[src/rtl/tnn_vote_classifier.sv]
// Ternary vote classifier: serial per-class accumulation of hidden bits,
// then a serial signed argmax, returned over a valid/ready handshake.
module tnn_vote_classifier #(
  parameter int NUM_HIDDEN  = 6,
  parameter int NUM_CLASSES = 7,
  parameter logic [2*NUM_HIDDEN*NUM_CLASSES-1:0] WEIGHTS = '0,
  localparam int SW = $clog2(NUM_HIDDEN+1) + 1,
  localparam int CW = $clog2(NUM_CLASSES)
) (
  input  logic                  clk,
  input  logic                  rst_n,
  input  logic                  in_valid,
  output logic                  in_ready,
  input  logic [NUM_HIDDEN-1:0] hidden_in,
  output logic                  out_valid,
  input  logic                  out_ready,
  output logic [CW-1:0]         class_out,
  output logic [SW-1:0]         score_out
);

  localparam int JW = (NUM_HIDDEN > 1) ? $clog2(NUM_HIDDEN) : 1;
  localparam logic [JW-1:0] J_LAST = JW'(NUM_HIDDEN - 1);
  localparam logic [CW-1:0] K_LAST = CW'(NUM_CLASSES - 1);

  typedef enum logic [1:0] {
    S_IDLE,
    S_ACCUM,
    S_ARGMAX,
    S_OUT
  } state_t;

  state_t                 r_state;
  state_t                 w_state_nxt;
  logic [NUM_HIDDEN-1:0]  r_hidden;
  logic [JW-1:0]          r_j;
  logic [CW-1:0]          r_k;
  logic signed [SW-1:0]   r_acc [NUM_CLASSES];
  logic signed [SW-1:0]   r_best;
  logic [CW-1:0]          r_best_idx;
  logic [CW-1:0]          r_class;
  logic signed [SW-1:0]   r_score;
  logic signed [SW-1:0]   w_cand;
  logic                   w_take;
  logic signed [SW-1:0]   w_best_nxt;
  logic [CW-1:0]          w_idx_nxt;

  // Decode one ternary weight code into a signed vote.
  function automatic logic signed [SW-1:0] wt(
    input int k,
    input int j
  );
    logic [1:0] c;
    c = WEIGHTS[2*(k*NUM_HIDDEN+j) +: 2];
    unique case (c)
      2'b01:   return SW'(1);
      2'b11:   return '1;
      default: return '0;
    endcase
  endfunction

  assign in_ready  = (r_state == S_IDLE);
  assign out_valid = (r_state == S_OUT);
  assign class_out = r_class;
  assign score_out = r_score;

  // Argmax step: class 0 seeds the best; later classes must be strictly greater.
  always_comb begin
    w_cand     = r_acc[r_k];
    w_take     = (r_k == '0) || (w_cand > r_best);
    w_best_nxt = w_take ? w_cand : r_best;
    w_idx_nxt  = w_take ? r_k : r_best_idx;
  end

  // State register.
  always_ff @(posedge clk) begin
    if (!rst_n) r_state <= S_IDLE;
    else        r_state <= w_state_nxt;
  end

  // Next-state logic.
  always_comb begin
    w_state_nxt = r_state;
    unique case (r_state)
      S_IDLE:   if (in_valid) w_state_nxt = S_ACCUM;
      S_ACCUM:  if (r_j == J_LAST) w_state_nxt = S_ARGMAX;
      S_ARGMAX: if (r_k == K_LAST) w_state_nxt = S_OUT;
      S_OUT:    if (out_ready) w_state_nxt = S_IDLE;
      default:  w_state_nxt = S_IDLE;
    endcase
  end

  // Datapath: capture, accumulate, argmax and result registers.
  always_ff @(posedge clk) begin
    if (!rst_n) begin
      r_hidden   <= '0;
      r_j        <= '0;
      r_k        <= '0;
      r_best     <= '0;
      r_best_idx <= '0;
      r_class    <= '0;
      r_score    <= '0;
      for (int k = 0; k < NUM_CLASSES; k++) r_acc[k] <= '0;
    end else begin
      unique case (r_state)
        S_IDLE: begin
          if (in_valid) begin
            r_hidden <= hidden_in;
            r_j      <= '0;
            for (int k = 0; k < NUM_CLASSES; k++) r_acc[k] <= '0;
          end
        end
        S_ACCUM: begin
          if (r_hidden[r_j]) begin
            for (int k = 0; k < NUM_CLASSES; k++)
              r_acc[k] <= r_acc[k] + wt(k, int'(r_j));
          end
          r_j <= r_j + JW'(1);
          if (r_j == J_LAST) r_k <= '0;
        end
        S_ARGMAX: begin
          r_best     <= w_best_nxt;
          r_best_idx <= w_idx_nxt;
          r_k        <= r_k + CW'(1);
          if (r_k == K_LAST) begin
            r_class <= w_idx_nxt;
            r_score <= w_best_nxt;
          end
        end
        default: ;
      endcase
    end
  end

endmodule

[config.mk]
export PLATFORM = sky130hd
export DESIGN_NAME = tnn_vote_classifier
export DESIGN_NICKNAME = d
export VERILOG_FILES = /design/src/rtl/tnn_vote_classifier.sv
export SDC_FILE = /design/constraint.sdc
export NUM_CORES = 1
export LEC_CHECK = 0
export ABC_CLOCK_PERIOD_IN_PS = 4500
export CAP_MARGIN = 40
export CELL_PAD_IN_SITES_DETAIL_PLACEMENT = 0
export CELL_PAD_IN_SITES_GLOBAL_PLACEMENT = 1
export CORE_MARGIN = 3
export CORE_UTILIZATION = 43
export CTS_CLUSTER_SIZE = 28
export DETAILED_ROUTE_END_ITERATION = 8
export PLACE_DENSITY_LB_ADDON = 0.1
export SETUP_SLACK_MARGIN = 0.02
export SYNTH_ARGS = -nofsm -noshare
export SYNTH_HDL_FRONTEND = slang
export SYNTH_SLANG_ARGS = --single-unit
export TNS_END_PERCENT = 30
[constraint.sdc]
create_clock -name clk -period 4.5 [get_ports clk]
set_clock_uncertainty 0.1 [all_clocks]
set_input_delay 0.9 -clock clk [delete_from_list [all_inputs] [get_ports clk]]
set_output_delay 0.9 -clock clk [all_outputs]
set_load 0.01 [all_outputs]
==> results.tsv, run 1 <==
metric	value	unit
tritoncts	built	
post-route-period-util	0.572	
dp_hpwl	1870	um
cp_cell_sequence	inv_1 > ha_1 > clkdlybuf4s50_1	
hold_depth	2	
cts.clk_slew.worst_paths	0.13	ns
status	finished, final reports clean	
num_rows	19	
first_pass_iters	4	
start_util	0.457	
overflow	0	
htree_levels	1	
antenna_found_initial	0	
crit_path_top_delay_cell	clkdlybuf4s50_1	
wl_per_cell	13.6	um
r2r-end	score_out[1]$_SDFFE_PN0P_	
clkLatencyLatePin	0.31	ns
clockRootBuffer	clkbuf_4	
cpPeakStageDelay	0.57	ns
dieArea	3640	um2
layout.nets	179	
synth-main-ff-cell	dfxtp_1	
power.density	371	nW/um2
rr_startpoint	r_best[2]$_SDFFE_PN0P_	
setup_slack	1.92	ns
regToRegSetupSlack	2.38	ns
setup_tns	0	ns
cts_setup_buffers	0	
worst_ep_arrival_time	1.58	ns
worstHoldEndpoint	r_best_idx[0]$_SDFFE_PN0P_	
dpl.cell_count	182	
place_congestion	0.740	
viasPerCell	5.40	
maxCapViolations	0	
numPortBuffers	12	
ys_ff_latch	22	
hold_viol	0	
synth_top_area_share	0.346	
crit_path_end_kind	output port	
cp-start-kind	flip-flop	
cts_buffer_depth	2	
cts_resized	0	
drt-initial-drc-count	39	
yosysWarnings	0	
synth_edf_count	0	
place_ws	2.04	ns
ff2ff_path_depth	6	
leakage	0.564	nW
rsz0062_at_grt	false	
yosysTopAreaCell	dfxtp_1	
area_delta_synth_final	14.3	%
worst_slew_pin_slew	0.782	ns
cp_max_fo	5	
yosysMostFrequentCell	dfxtp_1	
synth_cells	142	
synthTopCellsByCount	dfxtp_1, ha_1, nand2_1, inv_1, nor2b_1	
n_antenna_cell	0	
cts.sinks	22	
path_class	flip-flop to output port	
fin_hold_ws	0.365	ns
ant_nets	0	
dieWidth	60.4	um
cts_buffers	3	
post_route_cells_drive_above_1_share	0.0839	
hp-start	r_best_idx[0]$_SDFFE_PN0P_	
hold_path_class	flip-flop to flip-flop	
vias	1005	
cts_hold_buf	0	
fin_cells	186	
synth-async-reset-ratio	0	
finalSetupViolations	0	
synth_area	1270	um2
ys_seq_area_frac	0.346	
wl	2520	um
timing.slew.headroom	0.477	
worstPathRequired	3.50	ns
period_needed	2.58	ns
grt_usage	0.158	
grt_pass1_wl	4350	um
pin_count	19	
crit_buf_inv	2	
max_freq	388	MHz
grt_pass1_vias	963	
syn_area_per_cell	8.95	um2
drv_slew	0	
grt_max_degree	27	
synthTopCellsByArea	dfxtp_1, ha_1, a21boi_0, nor2b_1, nand2_1	
ys_types	35	
die_y	60.4	um
max-vdd-ir-drop	0.259	mV
path_delay_family	buffers and inverters	
route.detailed.drc	0	
core_region_area	2780	um2
[layout by cell type, fill, tap and decap left out, types with 4 or more instances in the layout]
master           netlist  routed
a21boi_0               7       7
clkdlybuf4s50_1        0      12
conb_1                 2       4
dfxtp_1               22      22
ha_1                  13      13
inv_1                 10      10
nand2_1               13      13
nand2b_1               6       6
nand3_1                5       5
nor2_1                 7       7
nor2b_1                8       8
o2111ai_1              5       5
o21ai_0                7       7
[final cells by class]
| cell class | count | area (um2) |
|---|---|---|
| timing repair buffer | 12 | 120 |
| tap | 31 | 38.8 |
| inverter | 10 | 37.5 |
| multi-input combinational | 107 | 779 |
| clock buffer | 4 | 36.3 |
| fill | 281 | 1330 |
| sequential | 22 | 440 |
[per-stage QoR]
step           power (mW)  cell area, um2   util
5_1_grt             0.589            1450  0.522
3_5_place_dp        0.436            1420  0.509
3_3_place_gp        0.429            1420  0.509
2_1_floorplan       0.382            1280      -
4_1_cts             0.550            1450  0.522
6_report            0.539            1450  0.522
[state kept, by name (all words and copies together), names as in the netlist]
signal and cells:
class_out 3, r_state 2, score_out 4, r_j 3, r_k 3, r_best 4
r_best_idx 3
[kinds of logic after synthesis]
family,after synthesis,share of synthesized area
buffers and inverters,15,0.0463
adders and majority gates,13,0.128
muxes,3,0.0236
and+or+nand+nor,49,0.217
DFF,22,0.346
AOI/OAI and AO/OA,38,0.233
other,2,0.00591
[power breakdown]
part / internal (mW) / total (mW) / switching (mW) / leakage (nW)
registers: 0.210 / 0.225 / 0.0157 / 0.178
logic: 0.0893 / 0.202 / 0.113 / 0.366
clock network: 0.0494 / 0.111 / 0.0616 / 0.0210
total: 0.348 / 0.539 / 0.191 / 0.564
[layer usage]
layer / GRT usage / share of wire
met1: 0.206 / 0.49
met2: 0.262 / 0.48
met3: 0.0255 / 0.019
met4: 0.0570 / 0.012
met5: 0 / 0
[worst max path at each step]
| stage | cells after the start | to | slack, ns | startpoint |
|---|---|---|---|---|
| after floorplan | 6 | r_best_idx[2]$_SDFFE_PN0P_ | 2.65 | r_best[2]$_SDFFE_PN0P_ |
| after CTS | 3 | in_ready | 1.90 | r_state[0]$_SDFFE_PN0P_ |
| after global routing | 3 | in_ready | 1.80 | r_state[0]$_SDFFE_PN0P_ |
| after detailed placement | 3 | class_out[0]$_SDFFE_PN0P_ | 2.04 | rst_n |
| after global placement | 3 | class_out[1]$_SDFFE_PN0P_ | 2.04 | rst_n |
| final | 3 | in_ready | 1.92 | r_state[0]$_SDFFE_PN0P_ |
[worst register-to-register path, cell delays in order (launching register included)]
cell       delay (ns)
dfxtp_1          0.34
inv_1            0.07
ha_1             0.31
or3_1            0.39
a31oi_2          0.44
o2111ai_1        0.19
a21boi_0         0.21
Power figures use the tool's default switching activity.
==> run 2, diff against run 1 <==
ABC_CLOCK_PERIOD_IN_PS = 2600   (was 4500)
CORE_UTILIZATION = 40   (was 43)
clock period = 2.6 ns   (was 4.5 ns; I/O delays follow)
==> results.tsv, run 2 (synthesis results as in run 1) <==
metric	value	unit
tritoncts	built	
area_delta_synth_final	15.9	%
vias	1033	
regArea	440	um2
drt-initial-drc-count	36	
num_rows	19	
hold_depth	2	
power.density	634	nW/um2
cp-start-kind	flip-flop	
cts.clk_slew.worst_paths	0.12	ns
die_y	62.4	um
cts_buffer_depth	2	
hold_viol	0	
path_class	flip-flop to output port	
grt_max_degree	17	
period_needed	2.16	ns
rsz0062_at_grt	false	
worstHoldEndpoint	score_out[0]$_SDFFE_PN0P_	
grt_pass1_vias	981	
worst_slew_pin_slew	0.544	ns
viasPerCell	5.22	
worstPathRequired	1.98	ns
crit_path_end_kind	output port	
hp-start	score_out[0]$_SDFFE_PN0P_	
layout_common_cells	dfxtp_1, nand2_1, ha_1	
max-vdd-ir-drop	0.408	mV
start_util	0.438	
status	finished, final reports clean	
place_congestion	0.763	
cts_hold_buf	0	
wl_per_cell	12.4	um
dieArea	3890	um2
route.detailed.drc	0	
p_total	0.934	mW
clockRootBuffer	clkbuf_4	
grt_usage	0.135	
cp_cell_sequence	inv_1 > ha_1 > clkdlybuf4s50_1	
overflow	0	
crit_path_top_delay_cell	clkdlybuf4s50_1	
wl	2450	um
htree_levels	1	
hold_path_class	flip-flop to flip-flop	
dieWidth	62.4	um
crit_buf_inv	2	
setup_tns	0	ns
dp_hpwl	1820	um
cp_max_fo	5	
core_region_area	2900	um2
pin_count	19	
maxCapViolations	0	
antenna_found_initial	0	
path_delay_family	buffers and inverters	
fin_hold_ws	0.367	ns
finalSetupViolations	0	
cts_buffers	3	
regToRegSetupSlack	0.49	ns
cts_resized	0	
ff2ff_path_depth	6	
ant_nets	0	
timing.slew.headroom	0.637	
max_freq	462	MHz
layout.nets	180	
post_route_cells_drive_above_1_share	0.0897	
grt_pass1_wl	4370	um
worst_ep_arrival_time	1.54	ns
cpPeakStageDelay	0.56	ns
layout_commonest_cell	dfxtp_1	
leakage	0.569	nW
fill_cells	287	
numPortBuffers	12	
first_pass_iters	4	
n_antenna_cell	0	
clkLatencyLatePin	0.30	ns
rr_startpoint	r_best[2]$_SDFFE_PN0P_	
cts_setup_buffers	0	
r2r-end	class_out[1]$_SDFFE_PN0P_	
cts.sinks	22	
drv_slew	0	
multi_input_area	779	um2
post-route-period-util	0.833	
==> run 2: final cells by class <==
cell class | count | area share
Multi-Input combinational cell | 107 | 0.529
Sequential cell | 22 | 0.299
Timing Repair Buffer | 13 | 0.0866
Tap cell | 42 | 0.0357
Inverter | 10 | 0.0255
Clock buffer | 4 | 0.0246
==> run 2: where the power goes <==
group          switching [mW]  total, mW  internal (mW)
clock network          0.0983      0.184         0.0854
registers              0.0295      0.392          0.363
logic                   0.202      0.358          0.156
==> run 2: per-stage QoR <==
stage,setup slack [ns],util,cell area [um2],std cells
detailed placement,0.531,0.496,1440,194
finish,0.435,0.508,1470,198
CTS,0.410,0.508,1470,198
global placement,0.551,0.496,1440,194
global route,0.301,0.508,1470,198
floorplan,0.754,-,1280,144
==> run 2: per-layer routing <==
metal / vias up / global-route usage / part of all wire / routed length [um]
li1: 528 / - / - / -
met1: 479 / 0.170 / 0.50 / 1240
met2: 20 / 0.222 / 0.44 / 1070
met3: 6 / 0.0396 / 0.036 / 88
met4: 0 / 0.0413 / 0.020 / 48
met5: - / 0 / 0 / 0
==> run 2: worst reg2reg max path, stage by stage, from the launching register on <==
cell	delay, ns
dfxtp_1	0.36
inv_1	0.06
ha_1	0.30
or3_1	0.39
a31oi_2	0.45
o21ai_1	0.14
a211oi_1	0.24
==> run 2: worst max-delay path by stage <==
stage | from | endpoint | slack (ns) | cells after the start
2_1_floorplan | r_best[2]$_SDFFE_PN0P_ | r_best_idx[2]$_SDFFE_PN0P_ | 0.75 | 6
3_3_place_gp | r_best[2]$_SDFFE_PN0P_ | class_out[1]$_SDFFE_PN0P_ | 0.55 | 6
3_5_place_dp | r_best[2]$_SDFFE_PN0P_ | class_out[1]$_SDFFE_PN0P_ | 0.53 | 6
4_1_cts | r_state[0]$_SDFFE_PN0P_ | in_ready | 0.41 | 3
5_1_grt | r_state[0]$_SDFFE_PN0P_ | in_ready | 0.30 | 3
6_report | r_state[1]$_SDFFE_PN0P_ | in_ready | 0.44 | 3
==> RTL edit: new RTL, config.mk and constraints of run 1 <==
Set the parameter `NUM_HIDDEN` to 3 (it was 6).
--- a/src/rtl/tnn_vote_classifier.sv
+++ b/src/rtl/tnn_vote_classifier.sv
@@ -3,3 +3,3 @@
 module tnn_vote_classifier #(
-  parameter int NUM_HIDDEN  = 6,
+  parameter int NUM_HIDDEN  = 3,
   parameter int NUM_CLASSES = 7,
Interface: changed (resized hidden_in and score_out); port bits go from 19 to 15. The function was not compared with the original's and may differ.
==> RTL edit against run 1 <==
Non-clock buffer count is 1 lower. Sequential cell count fell by 3. Wire length down 26%. Via count fell by 19%. Cell area shrank 19%. Setup slack gained 0.016 ns. Total power decreased by 17%. Final cell count decreased by 16%. Register-to-register slack better by 0.23 ns. Area after synthesis down 19%.
==> RTL edit: results (changes against run 1) <==
[outcome]
status = completed

[route]
wl_per_cell_um = 12.0  ; -11%
dr.pass1.iters = 4  ; unchanged
via_count = 811  ; -19%
drtIter0Drc = 6  ; -85%

[cts]
post_cts_buffers = 0  ; unchanged
cts_resized = 0  ; unchanged
clk_pin_slew_ns = 0.11  ; -0.02 ns
clk_path_buf_depth = 2  ; unchanged
cts_root_buf = clkbuf_4
htreeDepth = 1  ; unchanged
clock_latency_ns = 0.29  ; -0.02 ns
cts_buffers = 3  ; unchanged

[power]
ir_drop_mv = 0.207  ; -20%
p_leak_nw = 0.461  ; -18%

[finish]
fillCellCount = 218  ; -22%
diodes = 0  ; unchanged
nets = 147  ; -18%
drive_gt1_share_pct = 3.91  ; -4.5 points

[synth]
async_reset_ff_share_pct = 0  ; unchanged
ys_seq_area_share_pct = 37.0  ; +2.3 points
synthTopCellsByCount = dfxtp_1 (19), nand2_1 (14), ha_1 (11), inv_1 (9), o21ai_0 (7)
synthTopCellsByArea = dfxtp_1 (37%), ha_1 (13%), nand2_1 (5.1%), mux2i_1 (3.9%), nor2b_1 (3.6%)
ys_warn_count = 0  ; unchanged
ys_types = 31  ; -11%

[place]
routabilityCongestion = 0.736  ; -0.53%
dp_hpwl_um = 1350  ; -28%
numPortBuffers = 11  ; -1

[grt]
overflow = 0  ; unchanged
antenna_found_initial = 0  ; unchanged
grt_start_max_net_pins = 23  ; -15%
first_global_vias = 738  ; -23%
grt_pass1_wl_um = 3170  ; -27%
grt_usage_pct = 14.7  ; -1.0 points

[hold_path]
hold_path_class = reg -> reg

[worst_setup_path]
path_max_fanout = 5  ; unchanged
crit_path_top_delay_cell = clkdlybuf4s50_1
crit_family = buffers and inverters
arrival_ns = 1.56  ; -0.02 ns
slowest_delay_ns = 0.57  ; about the same

[timing]
tightest_slew_ns = 0.644  ; -0.138 ns

[RTL edit: changes by cell type after synthesis, moves of 3 or more]
cell	before	now
o2111ai_1	5	0
a21boi_0	7	3
and2_1	0	4
and3_1	0	4
dfxtp_1	22	19
nor2_1	7	4
nor3b_1	3	0
o211a_1	3	0
o41ai_1	0	3
[RTL edit: routing by layer]
metal | track usage (%) | up-vias | wire length [µm]
met5 | 0 | - | 0
met4 | 6.07 | 0 | 21
met3 | 3.22 | 2 | 85
met2 | 25.6 | 17 | 880
met1 | 17.4 | 368 | 884
li1 | - | 424 | -
[RTL edit: worst reg2reg max path: cells and delay by family (launching register included)]
kind	cells	cell delay, ns
buffers and inverters	1	0.05
DFF	1	0.34
and+or+nand+nor	2	0.29
AOI/OAI and AO/OA	2	0.76
adders and majority gates	1	0.30
[RTL edit: power by group]
group,leakage [nW],internal (mW),switching (mW)
Sequential,0.154,0.182,0.0136
Combinational,0.293,0.0709,0.0937
Clock,0.0150,0.0344,0.0505
[RTL edit: logic make-up (layout without fill, tap and decap cells)]
kind of cell | after synthesis | after routing | synth area share (%)
mux | 4 | 4 | 3.89
fa+ha+maj | 11 | 11 | 13.4
buf+inv | 14 | 24 | 6.08
simple gates | 43 | 43 | 21.3
compound gates | 24 | 24 | 17.6
flops | 19 | 19 | 37.0
other cells | 2 | 3 | 0.730
[RTL edit: final cells by class]
cell class	instances	area share (%)
Clock buffer	4	2.24
Sequential cell	19	32.4
Tap cell	28	2.98
Multi-Input combinational cell	85	50.2
Inverter	9	2.88
Timing Repair Buffer	11	9.37
[RTL edit: final timing paths]
kind,start,endpoint,slack (ns),cells after the start
max reg2reg,r_best[1]$_SDFFE_PN0P_,score_out[1]$_SDFFE_PN0P_,2.61,6
max,r_state[0]$_SDFFE_PN0P_,in_ready,1.94,3
min,r_best_idx[2]$_SDFFE_PN0P_,r_best_idx[2]$_SDFFE_PN0P_,0.37,2
min reg2reg,r_best_idx[2]$_SDFFE_PN0P_,r_best_idx[2]$_SDFFE_PN0P_,0.37,2
[RTL edit: per-stage QoR]
step	hold WS, ns	utilization (%)	cells	area [µm²]	setup WS [ns]
CTS	0.371	52.6	156	1170	1.91
global route	0.400	52.6	156	1170	1.82
detailed placement	0.351	51.4	152	1150	2.10
floorplan	0.335	-	118	1030	2.68
finish	0.372	52.6	156	1170	1.94
global placement	0.355	51.4	152	1150	2.12
